==> config.mk <==
export PLATFORM = sky130hd
export DESIGN_NAME = pipeline_ctrl_flat
export DESIGN_NICKNAME = d
export VERILOG_FILES = /design/src/rtl/pipeline_ctrl_if.sv /design/src/rtl/pipeline_ctrl.sv /design/src/flat_wrapper.sv
export SDC_FILE = /design/constraint.sdc
export NUM_CORES = 1
export LEC_CHECK = 0
export CAP_MARGIN = 20
export CORE_AREA = 2 2 90 92
export DETAILED_ROUTE_END_ITERATION = 12
export DIE_AREA = 0 0 92 94
export GPL_TIMING_DRIVEN = 0
export PLACE_DENSITY = 0.67
export SLEW_MARGIN = 10
export SYNTH_ARGS = -nofsm -noshare
export SYNTH_HDL_FRONTEND = slang
export SYNTH_SLANG_ARGS = --single-unit
==> constraint.sdc <==
create_clock -name clk_i -period 2.5 [get_ports clk_i]
set_clock_uncertainty 0.15 [all_clocks]
set_input_delay 0.5 -clock clk_i [delete_from_list [all_inputs] [get_ports clk_i]]
set_output_delay 0.5 -clock clk_i [all_outputs]
set_load 0.01 [all_outputs]
==> src/rtl/pipeline_ctrl_if.sv <==
// Hazard/memory-stall control bundle between the pipeline datapath and pipeline_ctrl.
interface pipeline_ctrl_if;
  logic        IDEX_MemRead_i;
  logic [4:0]  IDEX_RD_i;
  logic [4:0]  IFID_RS1_i;
  logic [4:0]  IFID_RS2_i;
  logic        Branch_i;
  logic        MemReq_i;
  logic        MemAck_i;
  logic        PC_Write_o;
  logic        IFID_Write_o;
  logic        IFID_Flush_o;
  logic        IDEX_Bubble_o;
  logic        MemStall_o;
  logic        Mem_Enable_o;
  logic        Err_o;
  logic [15:0] MemStallCnt_o;
  logic [15:0] LoadUseCnt_o;
  logic [15:0] FlushCnt_o;

  modport master (
    output IDEX_MemRead_i, IDEX_RD_i, IFID_RS1_i, IFID_RS2_i, Branch_i, MemReq_i, MemAck_i,
    input  PC_Write_o, IFID_Write_o, IFID_Flush_o, IDEX_Bubble_o, MemStall_o, Mem_Enable_o,
           Err_o, MemStallCnt_o, LoadUseCnt_o, FlushCnt_o
  );

  modport slave (
    input  IDEX_MemRead_i, IDEX_RD_i, IFID_RS1_i, IFID_RS2_i, Branch_i, MemReq_i, MemAck_i,
    output PC_Write_o, IFID_Write_o, IFID_Flush_o, IDEX_Bubble_o, MemStall_o, Mem_Enable_o,
           Err_o, MemStallCnt_o, LoadUseCnt_o, FlushCnt_o
  );
endinterface

==> src/rtl/pipeline_ctrl.sv <==
// Pipeline hazard controller: data-memory stall FSM with timeout, load-use bubble,
// branch flush, and saturating event counters.
module pipeline_ctrl #(
  parameter int unsigned TIMEOUT = 255
) (
  input  logic             clk_i,
  input  logic             rst_i,
  pipeline_ctrl_if.slave   bus
);

  localparam int unsigned WCNT_W = $clog2(TIMEOUT + 1);
  localparam int unsigned CNT_W  = 16;

  typedef enum logic [1:0] {ST_IDLE, ST_WAIT, ST_DONE} state_t;

  state_t             state_q, state_d;
  logic [WCNT_W-1:0]  wait_q;
  logic               err_q;
  logic [CNT_W-1:0]   ms_cnt_q, lu_cnt_q, fl_cnt_q;

  logic mem_stall_c, mem_en_c, load_use_c, timeout_c;
  logic pc_write_c, ifid_write_c, ifid_flush_c, idex_bubble_c;

  // Abort on the TIMEOUT-th WAIT cycle; an ack in that same cycle still wins.
  assign timeout_c = (state_q == ST_WAIT) && !bus.MemAck_i &&
                     (wait_q == WCNT_W'(TIMEOUT - 1));

  always_comb begin
    state_d = state_q;
    case (state_q)
      ST_IDLE: if (bus.MemReq_i) state_d = ST_WAIT;
      ST_WAIT: begin
        if (bus.MemAck_i)  state_d = ST_DONE;
        else if (timeout_c) state_d = ST_IDLE;
      end
      ST_DONE: state_d = ST_IDLE;
      default: state_d = ST_IDLE;
    endcase
  end

  always_ff @(posedge clk_i or negedge rst_i) begin
    if (!rst_i) begin
      state_q <= ST_IDLE;
      wait_q  <= '0;
      err_q   <= 1'b0;
    end else begin
      state_q <= state_d;
      if (state_q == ST_IDLE && bus.MemReq_i) wait_q <= '0;
      else if (state_q == ST_WAIT)            wait_q <= wait_q + WCNT_W'(1);
      if (timeout_c) err_q <= 1'b1;
    end
  end

  assign load_use_c = bus.IDEX_MemRead_i && (bus.IDEX_RD_i != 5'd0) &&
                      ((bus.IDEX_RD_i == bus.IFID_RS1_i) || (bus.IDEX_RD_i == bus.IFID_RS2_i));

  // Memory stall beats load-use beats branch; a frozen pipe holds the branch for later.
  always_comb begin
    mem_en_c      = 1'b0;
    mem_stall_c   = 1'b0;
    pc_write_c    = 1'b1;
    ifid_write_c  = 1'b1;
    ifid_flush_c  = 1'b0;
    idex_bubble_c = 1'b0;
    if ((state_q == ST_IDLE && bus.MemReq_i) || state_q == ST_WAIT) begin
      mem_en_c    = 1'b1;
      mem_stall_c = 1'b1;
    end
    if (mem_stall_c) begin
      pc_write_c   = 1'b0;
      ifid_write_c = 1'b0;
    end else if (load_use_c) begin
      pc_write_c    = 1'b0;
      ifid_write_c  = 1'b0;
      idex_bubble_c = 1'b1;
    end else if (bus.Branch_i) begin
      ifid_flush_c = 1'b1;
    end
  end

  // Saturating event counters.
  always_ff @(posedge clk_i or negedge rst_i) begin
    if (!rst_i) begin
      ms_cnt_q <= '0;
      lu_cnt_q <= '0;
      fl_cnt_q <= '0;
    end else begin
      if (mem_stall_c   && ms_cnt_q != '1) ms_cnt_q <= ms_cnt_q + CNT_W'(1);
      if (idex_bubble_c && lu_cnt_q != '1) lu_cnt_q <= lu_cnt_q + CNT_W'(1);
      if (ifid_flush_c  && fl_cnt_q != '1) fl_cnt_q <= fl_cnt_q + CNT_W'(1);
    end
  end

  assign bus.Mem_Enable_o  = mem_en_c;
  assign bus.MemStall_o    = mem_stall_c;
  assign bus.PC_Write_o    = pc_write_c;
  assign bus.IFID_Write_o  = ifid_write_c;
  assign bus.IFID_Flush_o  = ifid_flush_c;
  assign bus.IDEX_Bubble_o = idex_bubble_c;
  assign bus.Err_o         = err_q;
  assign bus.MemStallCnt_o = ms_cnt_q;
  assign bus.LoadUseCnt_o  = lu_cnt_q;
  assign bus.FlushCnt_o    = fl_cnt_q;

endmodule

==> src/flat_wrapper.sv <==
// flat-port wrapper written by rule: the top's interface ports become plain ports
module pipeline_ctrl_flat 
#(
  parameter int unsigned TIMEOUT = 255
)
  (clk_i, rst_i, bus_IDEX_MemRead_i, bus_IDEX_RD_i, bus_IFID_RS1_i, bus_IFID_RS2_i, bus_Branch_i, bus_MemReq_i, bus_MemAck_i, bus_PC_Write_o, bus_IFID_Write_o, bus_IFID_Flush_o, bus_IDEX_Bubble_o, bus_MemStall_o, bus_Mem_Enable_o, bus_Err_o, bus_MemStallCnt_o, bus_LoadUseCnt_o, bus_FlushCnt_o);
  pipeline_ctrl_if bus_i ();
  input  logic clk_i;
  input  logic rst_i;
  input wire logic [$bits(bus_i.IDEX_MemRead_i)-1:0] bus_IDEX_MemRead_i;
  input wire logic [$bits(bus_i.IDEX_RD_i)-1:0] bus_IDEX_RD_i;
  input wire logic [$bits(bus_i.IFID_RS1_i)-1:0] bus_IFID_RS1_i;
  input wire logic [$bits(bus_i.IFID_RS2_i)-1:0] bus_IFID_RS2_i;
  input wire logic [$bits(bus_i.Branch_i)-1:0] bus_Branch_i;
  input wire logic [$bits(bus_i.MemReq_i)-1:0] bus_MemReq_i;
  input wire logic [$bits(bus_i.MemAck_i)-1:0] bus_MemAck_i;
  output wire logic [$bits(bus_i.PC_Write_o)-1:0] bus_PC_Write_o;
  output wire logic [$bits(bus_i.IFID_Write_o)-1:0] bus_IFID_Write_o;
  output wire logic [$bits(bus_i.IFID_Flush_o)-1:0] bus_IFID_Flush_o;
  output wire logic [$bits(bus_i.IDEX_Bubble_o)-1:0] bus_IDEX_Bubble_o;
  output wire logic [$bits(bus_i.MemStall_o)-1:0] bus_MemStall_o;
  output wire logic [$bits(bus_i.Mem_Enable_o)-1:0] bus_Mem_Enable_o;
  output wire logic [$bits(bus_i.Err_o)-1:0] bus_Err_o;
  output wire logic [$bits(bus_i.MemStallCnt_o)-1:0] bus_MemStallCnt_o;
  output wire logic [$bits(bus_i.LoadUseCnt_o)-1:0] bus_LoadUseCnt_o;
  output wire logic [$bits(bus_i.FlushCnt_o)-1:0] bus_FlushCnt_o;
  assign bus_i.IDEX_MemRead_i = bus_IDEX_MemRead_i;
  assign bus_i.IDEX_RD_i = bus_IDEX_RD_i;
  assign bus_i.IFID_RS1_i = bus_IFID_RS1_i;
  assign bus_i.IFID_RS2_i = bus_IFID_RS2_i;
  assign bus_i.Branch_i = bus_Branch_i;
  assign bus_i.MemReq_i = bus_MemReq_i;
  assign bus_i.MemAck_i = bus_MemAck_i;
  assign bus_PC_Write_o = bus_i.PC_Write_o;
  assign bus_IFID_Write_o = bus_i.IFID_Write_o;
  assign bus_IFID_Flush_o = bus_i.IFID_Flush_o;
  assign bus_IDEX_Bubble_o = bus_i.IDEX_Bubble_o;
  assign bus_MemStall_o = bus_i.MemStall_o;
  assign bus_Mem_Enable_o = bus_i.Mem_Enable_o;
  assign bus_Err_o = bus_i.Err_o;
  assign bus_MemStallCnt_o = bus_i.MemStallCnt_o;
  assign bus_LoadUseCnt_o = bus_i.LoadUseCnt_o;
  assign bus_FlushCnt_o = bus_i.FlushCnt_o;
  pipeline_ctrl #(.TIMEOUT(TIMEOUT)) u_core (.clk_i(clk_i), .rst_i(rst_i), .bus(bus_i));
endmodule
; ---- Word level (Yosys, flattened, before mapping)
; Cells that the tools add are included.
[op_classes]
add_sub_neg = 4
n_eq_ne = 9
n_mux = 14
n_reduce_logical = 15
[ops]
columns = operator, n
row1 = adder 16 x 1 -> 16 bit (second input constant), 3
row2 = != test 16 bit (second input constant), 3
row3 = 2-to-1 mux 8 bit, 2
row4 = == test 5 bit, 2
row5 = adder 8 x 1 -> 8 bit (second input constant), 1
row6 = == test 8 bit (second input constant), 1
row7 = logical AND 1 bit, 8
row8 = 2-to-1 mux 1 bit, 8
row9 = 2-to-1 mux 2 bit, 3
row10 = nonzero test 5 bit, 1
row11 = one-hot mux 2 bit (2 select lines), 1
row12 = != test 3 x 2 -> 1 bit (second input constant), 1
row13 = == test 2 x 1 -> 1 bit (second input constant), 1
row14 = zero test 2 bit, 1
row15 = logical OR 1 bit, 2
row16 = != test 2 bit (second input constant), 1
row17 = AND reduction 2 bit, 1
row18 = nonzero test 2 bit, 1
row19 = zero test 1 bit, 1
[word_totals]
ff_bits = 59
inputBits = 21
output_inout_bits = 55
elab_cells = 48

; ---- Longest topological paths before layout
[depth]
word_depth = 6
mapped_depth = 9
ltp_nobuf = 7

; ---- Least setup slack after synthesis
; Ideal clock, no wire load.
[synth_path]
path_type = in2out
start = input bus_IDEX_RD_i[0]
end = output bus_PC_Write_o
arrival_time_ns = 1.622
t_required_ns = 1.850
setup_slack_ns = 0.228
path_stages = 5
path_buffers = 1
cell_sequence = or4_1 o21ai_2 nor2_1 nor2_1 buf_4
[synth_via]
elab_chain_cells = 5
[synth_rtl]
columns = item, line_no
row1 = "start, declared", flat_wrapper.sv:11  ; input wire logic [$bits(bus_i.IDEX_RD_i)-1:0] bus_IDEX_RD_i;
row2 = == test 5 bit or nonzero test 5 bit (tied branches), "pipeline_ctrl.sv:55, pipeline_ctrl.sv:54"
row3 = logical OR 1 bit or logical AND 1 bit (tied branches), "pipeline_ctrl.sv:55, pipeline_ctrl.sv:54"
row4 = logical AND 1 bit *, pipeline_ctrl.sv:54  ; assign load_use_c = bus.IDEX_MemRead_i && (bus.IDEX_RD_i != 5'd0) &&
row5 = 2-to-1 mux 1 bit * (2 in series), --
row6 = "end, declared", flat_wrapper.sv:17  ; output wire logic [$bits(bus_i.PC_Write_o)-1:0] bus_PC_Write_o;
; Mark *: on every way between the ends. The rest lies on a longest branch, timed or not.

; ---- Worst setup path after layout
[layout_path]
start = input bus_IDEX_RD_i[4]
end = output bus_IFID_Flush_o
[layout_via]
elab_chain_cells = 5
[layout_rtl]
columns = item, line_no
row1 = == test 5 bit or nonzero test 5 bit (tied branches), "pipeline_ctrl.sv:55, pipeline_ctrl.sv:54"
row2 = logical OR 1 bit or logical AND 1 bit (tied branches), "pipeline_ctrl.sv:55, pipeline_ctrl.sv:54"
row3 = logical AND 1 bit *, pipeline_ctrl.sv:54
row4 = 2-to-1 mux 1 bit *, pipeline_ctrl.sv:72  ; end else if (load_use_c) begin
row5 = 2-to-1 mux 1 bit *, pipeline_ctrl.sv:69  ; if (mem_stall_c) begin
row6 = "end, declared", flat_wrapper.sv:19  ; output wire logic [$bits(bus_i.IFID_Flush_o)-1:0] bus_IFID_Flush_o;
; Marks and branches as above.

==> impl_results.md <==
- Outcome: completed
- CTS tree: done
- Buffers added on ports: between 70 and 80
- Post-synthesis cell type count: 46
- DP HPWL: between 4000 and 5000 um
- H-tree levels: 3
- Post-route ant nets: 0
- NetSw: around 0.99 mW
- # rows: 32
- Vias: approximately 2,400
- Crit end category: primary output
- Most common cell after layout, fill and taps aside: dfrtp_1
- WL final: 6494 um
- Leakage: ~1.8 nW
- Yosys warnings: 0
- Seq pwr share: about 42%
- Final core occ: a little over half
- Root Driver: clkbuf_8
- Antenna Cells: 0
- Average wire per standard cell: around 14 um
- GP Congestion: between 0.7 and 0.8
- All-layer global routing usage: between 10% and 20%
- Critical path's top delay family: simple AND/OR/NAND/NOR gates
- # IOs: between 70 and 80
- Clock Latency Late Sink: approximately 0.34 ns
- Sequential cell area fraction in the yosys report: between 40% and 50%
- Crit-path cells: buf_8 > or4_4 > o21ai_4 > buf_4 > o211a_1 > buf_6 > buf_6
- Internal power: 2.164 mW
- Syn Area/Cell: 10.85 um^2
- R2R Setup Slk: roughly 0.17 ns
- Cell count after synthesis: around 280
- CTS buffer count: 9
- Syn nets: approximately 300
- CP dominant cell by count: buf_6
- Die Ht: 94 um
- Worst R2R Start: u_core.bus.LoadUseCnt_o[0]
- Initial antenna violation count: 0
- Die width: approximately 92 um
- CP max stage delay: between 0.5 and 0.6 ns
- Core area: 7607 um^2
- Final Setup Violations: 0
- Clock Sinks: 59
- Worst Setup Path Type: in2out
- Starting Density: approximately 40%
- Post-layout min period: 2.471 ns
- Post-DP Area: a little under 4000 um^2
- Slowest library cell on the worst path: or4_4
- Worst path required time: between 1.5 and 2 ns
- Primary FF master, synth: dfrtp_1
- Async S/R FF share, synth: 100.0%
- Yosys reg bits: between 50 and 60
- Sw Share: between 30% and 40%
- DRT iter0 DRCs: 77
- First-pass GRT wire length: approximately 11,000 um
- Critical path startpoint: bus_IDEX_RD_i[4]
- Drt via density: 5.008
- Cell area after synthesis: approximately 3000 um^2
- HP Class: in2async
- Die area: between 8000 and 9000 um^2
- Most frequent cells in the layout: 59 x dfrtp_1, 52 x clkdlybuf4s50_1, 33 x xnor2_1
- Post-synth EDFFs: 0
- Fin nets: 393
- Clock transition at the registers of the reported paths: 0.06 ns
- Largest net degree at the start of global routing: 60
- Final Hold Fails: 0
- Rel. slew slack: about half
- Clock Power Share: between 20% and 30%
- PD cells: approximately 770 nW/um^2
- Final Cycle Share: a little over nine tenths
- Highest net fanout along the worst path: 2
- Max Fclk: 404.7 MHz
- Max-cap violations: 0
- Final Max Slew Viols: 0
- Max VDD drop: 0.5745 mV
- DR pass1 iterations: 4
- Vias in the first global route: roughly 2,300
- Gate power share: between 20 and 30%
- R2R depth: 8
- # DRC: 0
- Area grow syn2layout: 37.53%
- CP Data Arrival Time: 1.82 ns
- Worst-case clock buffer depth: 2
- GRT overflow: 0
- Critical path startpoint category: input port
- WP buf/inv: 4
- Final Total Pwr: approximately 3.2 mW
- Worst slew pin tran: approximately 0.74 ns
- Post-Layout Inst Area: 4118 um^2
- Reg-to-reg endpoint: u_core.bus.LoadUseCnt_o[11]
- Layout cell share with drive strength beyond 1: ~17%
- RSZ-0062 raised after global routing: no
- Layout fillers: between 700 and 800
-- state kept, by name, summed over array words and instances, names as in the netlist --
register,cells
u_core.bus.LoadUseCnt_o,16
u_core.bus.MemStallCnt_o,16
u_core.state_q,2
u_core.bus.Err_o,1
u_core.wait_q,8
u_core.bus.FlushCnt_o,16
-- worst max-delay path by stage --
stage,cells past startpoint,slack (ns),end
global route,7,0.01,bus_IFID_Flush_o
CTS,7,0.009,bus_IFID_Flush_o
detailed placement,7,-0.94,bus_IFID_Flush_o
floorplan,5,0.23,bus_PC_Write_o
global placement,1,-1.23,u_core.bus.MemStallCnt_o[8]
finish,7,0.03,bus_IFID_Flush_o
-- worst register-to-register path: stages (launching register included) --
cell,delay [ns]
dfrtp_1,0.42
ha_1,0.24
and4_1,0.24
and3_1,0.17
a311o_2,0.42
nor2_4,0.15
buf_6,0.16
nand4_1,0.12
xnor2_1,0.15
-- final cells by class --
class / instances / area, um^2 / share of cell area, %
Buffer: 4 / 35.03 / 0.8508
Clock inverter: 4 / 47.55 / 1.155
Sequential cell: 59 / 1476 / 35.86
Timing Repair Buffer: 82 / 779.5 / 18.93
Inverter: 4 / 17.52 / 0.4254
Multi-Input combinational cell: 207 / 1469 / 35.67
Clock buffer: 12 / 165.2 / 4.011
Tap cell: 102 / 127.6 / 3.099
-- synth_stat cells, types with 2 or more instances --
library cell	count	share of area [%]
nor4_2	2	0.84
and4_1	4	1.2
nand4_1	14	2.9
nor2b_1	2	0.42
buf_4	2	0.50
dfrtp_1	59	49
nand3_2	5	1.7
buf_6	2	0.75
and2_1	6	1.3
nand2b_1	2	0.42
nor3_1	6	1.0
o21ai_0	3	0.50
nand2_1	24	3.0
nor2_1	16	2.0
and3_1	14	2.9
ha_1	5	2.1
xor2_1	18	5.3
o31ai_1	3	0.75
mux2_2	4	1.5
a21oi_1	5	0.84
inv_1	3	0.38
and3_4	2	0.75
nand3_1	17	2.8
or4_1	2	0.50
a31oi_1	2	0.42
o211ai_1	2	0.50
xnor2_1	33	9.7
-- power by group through the flow --
stage | Sequential, mW | Combinational [mW] | Clock, mW
finish | 1.33 | 0.905 | 0.917
global route | 1.36 | 1.00 | 0.990
CTS | 1.33 | 0.919 | 0.939
detailed placement | 1.34 | 0.919 | 0
global placement | 1.33 | 0.904 | 0
floorplan | 1.36 | 0.405 | 0
-- stage by stage --
step | setup TNS (ns) | cells | hold WS, ns | setup slack [ns]
floorplan | 0 | 276 | 0.05441 | 0.2279
global placement | -80.81 | 453 | 0.2948 | -1.226
detailed placement | -8.782 | 453 | 0.2995 | -0.9382
CTS | 0 | 474 | 0.1011 | 0.008919
global route | 0 | 474 | 0.1358 | 0.01141
finish | 0 | 474 | 0.07006 | 0.02896
-- metal layers --
metal / part of all wire (%) / vias to the layer above / GRT usage [%] / routed length [um]
met2: 46 / 60 / 25.49 / 2998
met1: 46 / 1155 / 20.73 / 3008
met4: 1.7 / 0 / 7.090 / 112
li1: - / 1151 / - / -
met5: 0 / - / 0 / 0
met3: 5.8 / 8 / 4.575 / 375
-- cells by family (layout without fill, tap and decap cells) --
kind of cell | count (synthesis) | in the layout | synth area share, %
adder cells (fa/ha/maj) | 5 | 5 | 2.089
flip-flops | 59 | 59 | 49.31
AND/OR/NAND/NOR | 123 | 123 | 23.57
XOR/XNOR | 51 | 51 | 14.92
buffers and inverters | 10 | 106 | 2.423
AO/OA/AOI/OAI | 22 | 22 | 5.307
multiplexers | 6 | 6 | 2.382
-- repair_timing --
item,in CTS,in global routing
hold buffers,0,0
pin swaps,16,2
gates resized for setup,56,3
endpoints found under the setup margin,6,5
setup buffers,7,0
(Power assumes the default switching activity.)
